## config.mk

```make
export PLATFORM = sky130hd
export DESIGN_NAME = multicycle_ctrl_fsm
export DESIGN_NICKNAME = d
export VERILOG_FILES = /design/src/rtl/riscv_ctrl_pkg.sv /design/src/rtl/multicycle_ctrl_fsm_alu_decoder.sv /design/src/rtl/multicycle_ctrl_fsm.sv
export SDC_FILE = /design/constraint.sdc
export NUM_CORES = 1
export LEC_CHECK = 0
export CAP_MARGIN = 25
export CORE_MARGIN = 1.5
export CORE_UTILIZATION = 40
export CTS_BUF_LIST = sky130_fd_sc_hd__clkbuf_4 sky130_fd_sc_hd__clkbuf_8 sky130_fd_sc_hd__clkbuf_16
export CTS_CLUSTER_SIZE = 30
export DETAILED_ROUTE_END_ITERATION = 8
export GPL_TIMING_DRIVEN = 0
export PLACE_DENSITY = 0.94
export REMOVE_ABC_BUFFERS = 1
export SYNTH_ARGS = -nofsm -noshare
export SYNTH_HDL_FRONTEND = slang
export SYNTH_SLANG_ARGS = --single-unit
```

## constraint.sdc

```tcl
create_clock -name clk -period 2.4 [get_ports clk]
set_clock_uncertainty 0.2 [all_clocks]
set_input_delay 0.24 -clock clk [delete_from_list [all_inputs] [get_ports clk]]
set_output_delay 0.24 -clock clk [all_outputs]
set_load 0.02 [all_outputs]
```

## src/rtl/riscv_ctrl_pkg.sv

```systemverilog
// ============================================================================
// Module   : riscv_ctrl_pkg
// Purpose  : Shared encodings for the multicycle RV32I control FSM: states,
//            opcodes, ALU operations and datapath mux selects.
//            HALT state exists only when CTRL_ILLEGAL_HALT_EN is defined.
// Revision : 1.0  initial release
// ============================================================================
`default_nettype none

package riscv_ctrl_pkg;

    localparam logic [6:0] OP_LOAD   = 7'b0000011;
    localparam logic [6:0] OP_STORE  = 7'b0100011;
    localparam logic [6:0] OP_OP     = 7'b0110011;
    localparam logic [6:0] OP_OP_IMM = 7'b0010011;
    localparam logic [6:0] OP_BRANCH = 7'b1100011;
    localparam logic [6:0] OP_JAL    = 7'b1101111;
    localparam logic [6:0] OP_JALR   = 7'b1100111;
    localparam logic [6:0] OP_LUI    = 7'b0110111;
    localparam logic [6:0] OP_AUIPC  = 7'b0010111;

    localparam logic [1:0] SRC_A_PC     = 2'b00;
    localparam logic [1:0] SRC_A_OLD_PC = 2'b01;
    localparam logic [1:0] SRC_A_RD1    = 2'b10;

    localparam logic [1:0] SRC_B_RD2    = 2'b00;
    localparam logic [1:0] SRC_B_IMM    = 2'b01;
    localparam logic [1:0] SRC_B_FOUR   = 2'b10;

    localparam logic [1:0] RES_ALU_REG    = 2'b00;
    localparam logic [1:0] RES_MEM        = 2'b01;
    localparam logic [1:0] RES_ALU_RESULT = 2'b10;

    localparam logic [2:0] IMM_I = 3'd0;
    localparam logic [2:0] IMM_S = 3'd1;
    localparam logic [2:0] IMM_B = 3'd2;
    localparam logic [2:0] IMM_U = 3'd3;
    localparam logic [2:0] IMM_J = 3'd4;

    typedef enum logic [3:0] {
        ALU_ADD    = 4'd0,
        ALU_SUB    = 4'd1,
        ALU_AND    = 4'd2,
        ALU_OR     = 4'd3,
        ALU_XOR    = 4'd4,
        ALU_SLL    = 4'd5,
        ALU_SRL    = 4'd6,
        ALU_SRA    = 4'd7,
        ALU_SLT    = 4'd8,
        ALU_SLTU   = 4'd9,
        ALU_PASS_B = 4'd10
    } alu_op_e;

    typedef enum logic [4:0] {
        S_FETCH       = 5'd0,
        S_FETCH_LATCH = 5'd1,
        S_DECODE      = 5'd2,
        S_MEMADR      = 5'd3,
        S_MEMREAD     = 5'd4,
        S_MEM_WAIT    = 5'd5,
        S_MEMWB       = 5'd6,
        S_MEMWRITE    = 5'd7,
        S_EXEC_R      = 5'd8,
        S_EXEC_I      = 5'd9,
        S_ALUWB       = 5'd10,
        S_BRANCH      = 5'd11,
        S_JALR_ADR    = 5'd12,
        S_JAL         = 5'd13,
        S_LUI         = 5'd14,
`ifdef CTRL_ILLEGAL_HALT_EN
        S_AUIPC       = 5'd15,
        S_HALT        = 5'd16
`else
        S_AUIPC       = 5'd15
`endif
    } state_e;

endpackage

`default_nettype wire

```

## src/rtl/multicycle_ctrl_fsm_alu_decoder.sv

```systemverilog
// ============================================================================
// Module   : alu_decoder
// Purpose  : Combinational funct3/funct7_b5 to ALU operation decode.
// Revision : 1.0  initial release
// ============================================================================
`default_nettype none

module alu_decoder
    import riscv_ctrl_pkg::*;
(
    input  logic [2:0] funct3,
    input  logic       funct7_b5,
    input  logic       is_rtype,
    output alu_op_e    alu_op
);

    always_comb begin
        alu_op = ALU_ADD;
        case (funct3)
            // instr[30] is part of the immediate for ADDI, so only R-type may SUB
            3'b000:  alu_op = (is_rtype && funct7_b5) ? ALU_SUB : ALU_ADD;
            3'b001:  alu_op = ALU_SLL;
            3'b010:  alu_op = ALU_SLT;
            3'b011:  alu_op = ALU_SLTU;
            3'b100:  alu_op = ALU_XOR;
            3'b101:  alu_op = funct7_b5 ? ALU_SRA : ALU_SRL;
            3'b110:  alu_op = ALU_OR;
            default: alu_op = ALU_AND;
        endcase
    end

endmodule

`default_nettype wire

```

## src/rtl/multicycle_ctrl_fsm.sv

```systemverilog
// ============================================================================
// Module   : multicycle_ctrl_fsm
// Purpose  : Main control FSM of the multicycle RV32I core; one state per clock.
//            CTRL_ILLEGAL_HALT_EN: undecoded opcodes park the FSM in HALT.
// Revision : 1.0  initial release
// ============================================================================
`default_nettype none

module multicycle_ctrl_fsm
    import riscv_ctrl_pkg::*;
#(
    parameter int ALU_CTRL_W = 4,
    parameter int IMM_SRC_W  = 3
) (
    input  logic                  clk,
    input  logic                  reset,
    input  logic [6:0]            opcode,
    input  logic [2:0]            funct3,
    input  logic                  funct7_b5,
    input  logic                  zero,
    input  logic                  sign,
    input  logic                  carry,
    input  logic                  overflow,
    output logic                  pc_write,
    output logic                  adr_src,
    output logic                  ir_write,
    output logic                  mem_write,
    output logic                  reg_write,
    output logic [1:0]            result_src,
    output logic [1:0]            alu_src_a,
    output logic [1:0]            alu_src_b,
    output logic [ALU_CTRL_W-1:0] alu_control,
    output logic [IMM_SRC_W-1:0]  imm_src,
    output logic                  illegal_instr
);

    state_e     r_state;
    state_e     w_next_state;
    alu_op_e    w_alu_op;
    alu_op_e    w_dec_op;
    logic [2:0] w_imm;
    logic       w_taken;
    logic       w_is_rtype;

    assign w_is_rtype = (r_state == S_EXEC_R);

    alu_decoder u_alu_decoder (
        .funct3    (funct3),
        .funct7_b5 (funct7_b5),
        .is_rtype  (w_is_rtype),
        .alu_op    (w_dec_op)
    );

    always_ff @(posedge clk or negedge reset) begin
        if (!reset) begin
            r_state <= S_FETCH;
        end else begin
            r_state <= w_next_state;
        end
    end

    // carry is the ALU's not-borrow flag, so unsigned less-than is !carry
    always_comb begin
        w_taken = 1'b0;
        case (funct3)
            3'b000:  w_taken = zero;
            3'b001:  w_taken = !zero;
            3'b100:  w_taken = sign ^ overflow;
            3'b101:  w_taken = !(sign ^ overflow);
            3'b110:  w_taken = !carry;
            3'b111:  w_taken = carry;
            default: w_taken = 1'b0;
        endcase
    end

    always_comb begin
        w_next_state = r_state;
        pc_write     = 1'b0;
        adr_src      = 1'b0;
        ir_write     = 1'b0;
        mem_write    = 1'b0;
        reg_write    = 1'b0;
        result_src   = RES_ALU_REG;
        alu_src_a    = SRC_A_PC;
        alu_src_b    = SRC_B_RD2;
        w_alu_op     = ALU_ADD;
        w_imm        = IMM_I;
        case (r_state)
            S_FETCH: begin
                w_next_state = S_FETCH_LATCH;
            end
            S_FETCH_LATCH: begin
                ir_write     = 1'b1;
                pc_write     = 1'b1;
                alu_src_b    = SRC_B_FOUR;
                result_src   = RES_ALU_RESULT;
                w_next_state = S_DECODE;
            end
            S_DECODE: begin
                // Branch/jump target precomputed into alu_reg for later states
                alu_src_a = SRC_A_OLD_PC;
                alu_src_b = SRC_B_IMM;
                w_imm     = (opcode == OP_JAL) ? IMM_J : IMM_B;
                case (opcode)
                    OP_LOAD, OP_STORE: w_next_state = S_MEMADR;
                    OP_OP:             w_next_state = S_EXEC_R;
                    OP_OP_IMM:         w_next_state = S_EXEC_I;
                    OP_BRANCH:         w_next_state = S_BRANCH;
                    OP_JAL:            w_next_state = S_JAL;
                    OP_JALR:           w_next_state = S_JALR_ADR;
                    OP_LUI:            w_next_state = S_LUI;
                    OP_AUIPC:          w_next_state = S_AUIPC;
`ifdef CTRL_ILLEGAL_HALT_EN
                    default:           w_next_state = S_HALT;
`else
                    default:           w_next_state = S_FETCH;
`endif
                endcase
            end
            S_MEMADR: begin
                alu_src_a    = SRC_A_RD1;
                alu_src_b    = SRC_B_IMM;
                w_imm        = (opcode == OP_LOAD) ? IMM_I : IMM_S;
                w_next_state = (opcode == OP_LOAD) ? S_MEMREAD : S_MEMWRITE;
            end
            S_MEMREAD: begin
                adr_src      = 1'b1;
                w_next_state = S_MEM_WAIT;
            end
            S_MEM_WAIT: begin
                adr_src      = 1'b1;
                w_next_state = S_MEMWB;
            end
            S_MEMWB: begin
                result_src   = RES_MEM;
                reg_write    = 1'b1;
                w_next_state = S_FETCH;
            end
            S_MEMWRITE: begin
                adr_src      = 1'b1;
                mem_write    = 1'b1;
                w_next_state = S_FETCH;
            end
            S_EXEC_R: begin
                alu_src_a    = SRC_A_RD1;
                w_alu_op     = w_dec_op;
                w_next_state = S_ALUWB;
            end
            S_EXEC_I: begin
                alu_src_a    = SRC_A_RD1;
                alu_src_b    = SRC_B_IMM;
                w_alu_op     = w_dec_op;
                w_next_state = S_ALUWB;
            end
            S_ALUWB: begin
                reg_write    = 1'b1;
                w_next_state = S_FETCH;
            end
            S_BRANCH: begin
                alu_src_a    = SRC_A_RD1;
                w_alu_op     = ALU_SUB;
                pc_write     = w_taken;
                w_next_state = S_FETCH;
            end
            S_JALR_ADR: begin
                alu_src_a    = SRC_A_RD1;
                alu_src_b    = SRC_B_IMM;
                w_next_state = S_JAL;
            end
            S_JAL: begin
                alu_src_a    = SRC_A_OLD_PC;
                alu_src_b    = SRC_B_FOUR;
                pc_write     = 1'b1;
                w_next_state = S_ALUWB;
            end
            S_LUI: begin
                alu_src_b    = SRC_B_IMM;
                w_imm        = IMM_U;
                w_alu_op     = ALU_PASS_B;
                w_next_state = S_ALUWB;
            end
            S_AUIPC: begin
                alu_src_a    = SRC_A_OLD_PC;
                alu_src_b    = SRC_B_IMM;
                w_imm        = IMM_U;
                w_next_state = S_ALUWB;
            end
`ifdef CTRL_ILLEGAL_HALT_EN
            S_HALT: begin
                w_next_state = S_HALT;
            end
`endif
            default: begin
                w_next_state = S_FETCH;
            end
        endcase
    end

    assign alu_control = ALU_CTRL_W'(w_alu_op);
    assign imm_src     = IMM_SRC_W'(w_imm);

`ifdef CTRL_ILLEGAL_HALT_EN
    assign illegal_instr = (r_state == S_HALT);
`else
    assign illegal_instr = 1'b0;
`endif

endmodule

`default_nettype wire

```

-- Word level (Yosys, flattened, before mapping)
Index checks and enable logic that the tools add are counted.
- flip-flop bits (word level): 5
- input bits: 17
- output and inout bits: 19
- equal/unequal tests: 31
- muxes and demuxes: 19
- bitwise logic cells: 1
- reductions and logical operators: 16
- operators by type and width (cell ; number):
    4-bit case mux with 8 select lines ; 2
    5-bit by 4-bit == test with 1-bit output, second input constant ; 8
    4-bit case mux with 7 select lines ; 1
    7-bit by 6-bit == test with 1-bit output, second input constant ; 3
    7-bit == test, second input constant ; 3
    5-bit by 3-bit == test with 1-bit output, second input constant ; 4
    7-bit by 5-bit == test with 1-bit output, second input constant ; 2
    3-bit == test, second input constant ; 4
    2-bit case mux with 2 select lines ; 3
    4-bit case mux with 3 select lines ; 1
    5-bit by 2-bit == test with 1-bit output, second input constant ; 2
    2-bit OR reduction ; 5
    5-bit OR reduction ; 2
    3-bit case mux with 3 select lines ; 1
    7-bit by 2-bit == test with 1-bit output, second input constant ; 1
    1-bit two-way mux ; 7
    3-bit by 2-bit == test with 1-bit output, second input constant ; 2
    1-bit case mux with 6 select lines ; 1
    3-bit OR reduction ; 2
    6-bit OR reduction ; 1
    5-bit by 1-bit == test with 1-bit output, second input constant ; 1
    5-bit zero test ; 1
    3-bit by 1-bit == test with 1-bit output, second input constant ; 1
    1-bit zero test ; 3
    6 further kinds ; 6

-- Longest topological paths before layout
- word-level depth: 5
- gate-level depth with buffers: 5
- mapped depth without buffers: 4

-- Hierarchy
From an unflattened synthesis, not the netlist that was laid out.
- cell total of the unflattened synthesis: 99
- area total of the unflattened synthesis: 651.9 µm²
- modules (own cells, without submodules) (module ; times used ; cells an instance ; area each (µm²) ; sequential area each (µm²)):
    multicycle_ctrl_fsm ; 1 ; 90 ; 589.3 ; 100.1
    alu_decoder ; 1 ; 9 ; 62.6 ; 0.0

-- Least setup slack after synthesis
OpenSTA, ideal clock, no wires.
- kind: reg-to-output
- start: register r_state[3]
- end: output port imm_src[2]
- arrival time: 1.396 ns
- data required time: 1.960 ns
- setup slack: 0.564 ns
- cell stages (with the launch flop): 5
- path buffers: 1
- cell sequence: dfrtp_1 > or2_1 > buf_6 > or3_4 > nor2_1
- cells in the longest elaborated chain, start to end: 3
- elaborated cells on any way between the ends: 6
- RTL lines (item ; line ; text):
    start: declaration ; multicycle_ctrl_fsm.sv:37 ; state_e r_state;
    start signal: assignment ; multicycle_ctrl_fsm.sv:58 ; r_state <= w_next_state;
    5-bit by 4-bit == test with 1-bit output ; multicycle_ctrl_fsm.sv:88 ; case (r_state)
    2-bit OR reduction (no line) ; n/a ;
    3-bit case mux with 3 select lines (*) ; multicycle_ctrl_fsm.sv:88 ;
    end: declaration ; multicycle_ctrl_fsm.sv:33 ; output logic [IMM_SRC_W-1:0] imm_src,
Mark *: on every way between the ends. The rest lies on a longest branch, timed or not.

-- Worst setup path after layout
- start: register r_state[2]
- end: output port pc_write
- cells in the longest elaborated chain, start to end: 3
- elaborated cells on any way between the ends: 5
- RTL lines (item ; line ; text):
    5-bit by 4-bit == test with 1-bit output or 5-bit by 1-bit == test with 1-bit output (tied branches) ; multicycle_ctrl_fsm.sv:88 ;
    2-bit OR reduction (no line) ; n/a ;
    1-bit case mux with 2 select lines (*) ; multicycle_ctrl_fsm.sv:88 ;
    end: declaration ; multicycle_ctrl_fsm.sv:24 ; output logic pc_write,
Marked as above.

==> reports/qor.csv <==
stage;metric;value;unit
pwr;peak supply drop;0.570;mV
die;Core Footprint;1510;sq um
placement;Placer Congestion;0.790;
sta;Max Fclk;0.426;GHz
die;Cell Rows;14;
clock_network;CTS tree;built;
pwr;PnR Total Power;1.04;mW
flow_run;Max-cap violations;0;
die;die width;43.1;microns
pwr;Pleak;0.419;nW
sta;Final TNS setup;0;ns
yosys;Synth Area per Inst;6.36;sq um
worst_setup_path;Reg2Reg Launch Point;r_state[3];
worst_setup_path;CP max FO;7;
worst_setup_path;FF-to-FF End;r_state[1];
clock_network;worst skew pair latency;0.23;ns
route;Vias/cell;6.00;
cells_and_area;Layout area overhead;60.8;%
cells_and_area;Largest Register;r_state;
worst_hold_path;min-delay worst type;primary input to asynchronous set/reset pin;
worst_setup_path;critical path capture point type;output port;
clock_network;hold_buf cts;0;
yosys;most common cell in the netlist;nor2_1;
clock_network;TritonCTS Buffers;3;
route;via count;900;
clock_network;clock buffer depth;2;
clock_network;H-tree levels;1;
grt;global route total overflow;0;
route;Final ANT Viol Nets;0;
die;die footprint;1850;sq um
route;initial drt markers;16;
worst_setup_path;Worst EP required;1.96;ns
cells_and_area;Regs by FF count;r_state x4;
cells_and_area;Antenna Cells;0;
cells_and_area;Final nets;153;
yosys;Commonest cells post-synth;17 x nor2_1, 7 x nand2_1, 6 x a21oi_1;
sta;RSZ-0062 raised after global routing;no;
sta;crit path time final;2.35;ns
yosys;area leader, netlist;dfrtp_1;
route;drt total wl;2.10;mm
yosys;Synth async-reset ratio;1.00;
grt;largest net degree at the start of global routing;16;
route;WL/cell;14.0;microns
sta;fin. max-slew vios;0;
yosys;top cell type's share of synthesized area;0.156;
cells_and_area;share of post-route cells with drive strength above 1;0.127;
clock_network;CTS clk-pin slew, worst paths;0.04;ns
grt;total track usage;0.235;
route;1st-pass router iterations;4;
worst_setup_path;crit path DAT;1.91;ns
sta;final hold vios;0;
clock_network;clock sinks;4;
sta;# setup viols final;0;
yosys;sequential share of the synthesized area;0.156;
yosys;post-synthesis cell count;101;
pwr;total power per unit cell area;1010;nW/um^2
grt;first-pass GRT wire length;3.35;mm
worst_setup_path;Crit. Startpoint;r_state[2];
die;Chip Height;43.1;microns
cells_and_area;max reg flops;4;
clock_network;root buf cell;clkbuf_4;
outcome;status;completed;
die;Initial Util;0.426;
yosys;Seq cells post-synth;4;
placement;number of port buffers;34;
worst_setup_path;Setup CP Type;register to output port;
sta;fin crit share;0.978;
grt;vias in the first global route;782;
yosys;Post-synth top flop;dfrtp_1;
yosys;synth unique cells;38;
yosys;synthesized cell area;642;sq um
route;DRC viols;0;
die;# IOs;36;
grt;initial antenna violation count;0;
yosys;Post-synth EDFFs;0;
worst_setup_path;R2R cell count;3;
yosys;Area contributors post-synth;dfrtp_1 16%, nor2_1 9.9%, a21oi_1 4.7%;
worst_setup_path;crit start category;register;
worst_setup_path;register-to-register setup slack;0.62;ns
yosys;warnings from Yosys;0;
placement;HPWL after DPL;1.54;mm
-- report_power, final --
group | switching [mW] | internal (mW)
clock network | 0.0239 | 0.0557
logic | 0.420 | 0.364
registers | 0.0785 | 0.100
-- critical path, cell delays in order (launching register included) --
cell	delay, ns
dfrtp_2	0.45
nand2b_1	0.21
or3_1	0.34
nor4_1	0.26
a221o_1	0.16
clkdlybuf4s15_2	0.26
-- layout make-up --
cell class | count | area [sq um]
timing repair buffer | 38 | 382
multi-input combinational | 83 | 480
tap | 16 | 20.0
sequential | 4 | 105
clock buffer | 3 | 22.5
fill | 133 | 474
inverter | 6 | 22.5
-- what timing repair did --
action                     in CTS  in global routing
setup endpoints to repair       6                  3
resized for setup              14                  2
buffers inserted                0                  4
-- stage by stage --
stage | util | hold WS, ns | instances | setup slack (ns) | area [sq um]
2_1_floorplan | - | -0.256 | 93 | 0.445 | 594
3_3_place_gp | 0.634 | 0.244 | 143 | -0.201 | 955
3_5_place_dp | 0.634 | 0.249 | 143 | -0.254 | 955
4_1_cts | 0.655 | 0.00606 | 146 | 0.0201 | 987
5_1_grt | 0.685 | 0.0223 | 150 | 0.00929 | 1030
6_report | 0.685 | 0.00947 | 150 | 0.0528 | 1030
-- layout by cell type, fill, tap and decap left out, types with 2 or more instances in the layout --
cell type / Yosys / final
clkdlybuf4s50_1: 0 / 27
nor4_1: 3 / 3
dlygate4sd2_1: 0 / 4
nor2b_1: 3 / 3
nand3_1: 5 / 5
o31ai_1: 2 / 2
dlymetal6s2s_1: 0 / 2
inv_2: 1 / 2
and2_1: 2 / 2
dfrtp_2: 0 / 4
clkbuf_4: 0 / 3
inv_1: 5 / 4
nor3_1: 4 / 4
nand2_1: 7 / 7
nand3b_1: 2 / 2
buf_4: 2 / 2
nor2_1: 17 / 17
a31oi_1: 4 / 3
nand2b_1: 4 / 4
o211ai_1: 2 / 2
o21ai_1: 4 / 4
a21oi_1: 6 / 6
o21ai_0: 2 / 2
-- layer usage --
layer  global-route usage  wire [microns]  vias to the layer above
li1                     -               -                      435
met3               0.0213             186                        4
met1                0.293             838                      415
met2                0.397            1030                       46
met4                0.121              46                        0
met5                    0               0                        -
-- kinds of logic after synthesis --
kind of cell	count (synthesis)	synth area share
AND/OR/NAND/NOR	51	0.398
AO/OA/AOI/OAI	29	0.304
buffers and inverters	14	0.109
flip-flops	4	0.156
XOR/XNOR	2	0.0273
other	1	0.00584
-- worst max-delay path by stage --
stage	cells past startpoint	endpoint	slack, ns
after detailed placement	5	pc_write	-0.25
after CTS	6	alu_control[0]	0.02
after global placement	5	pc_write	-0.20
after floorplan	4	pc_write	0.44
final	5	pc_write	0.05
after global routing	4	imm_src[2]	0.009
(Power assumes the default switching activity.)
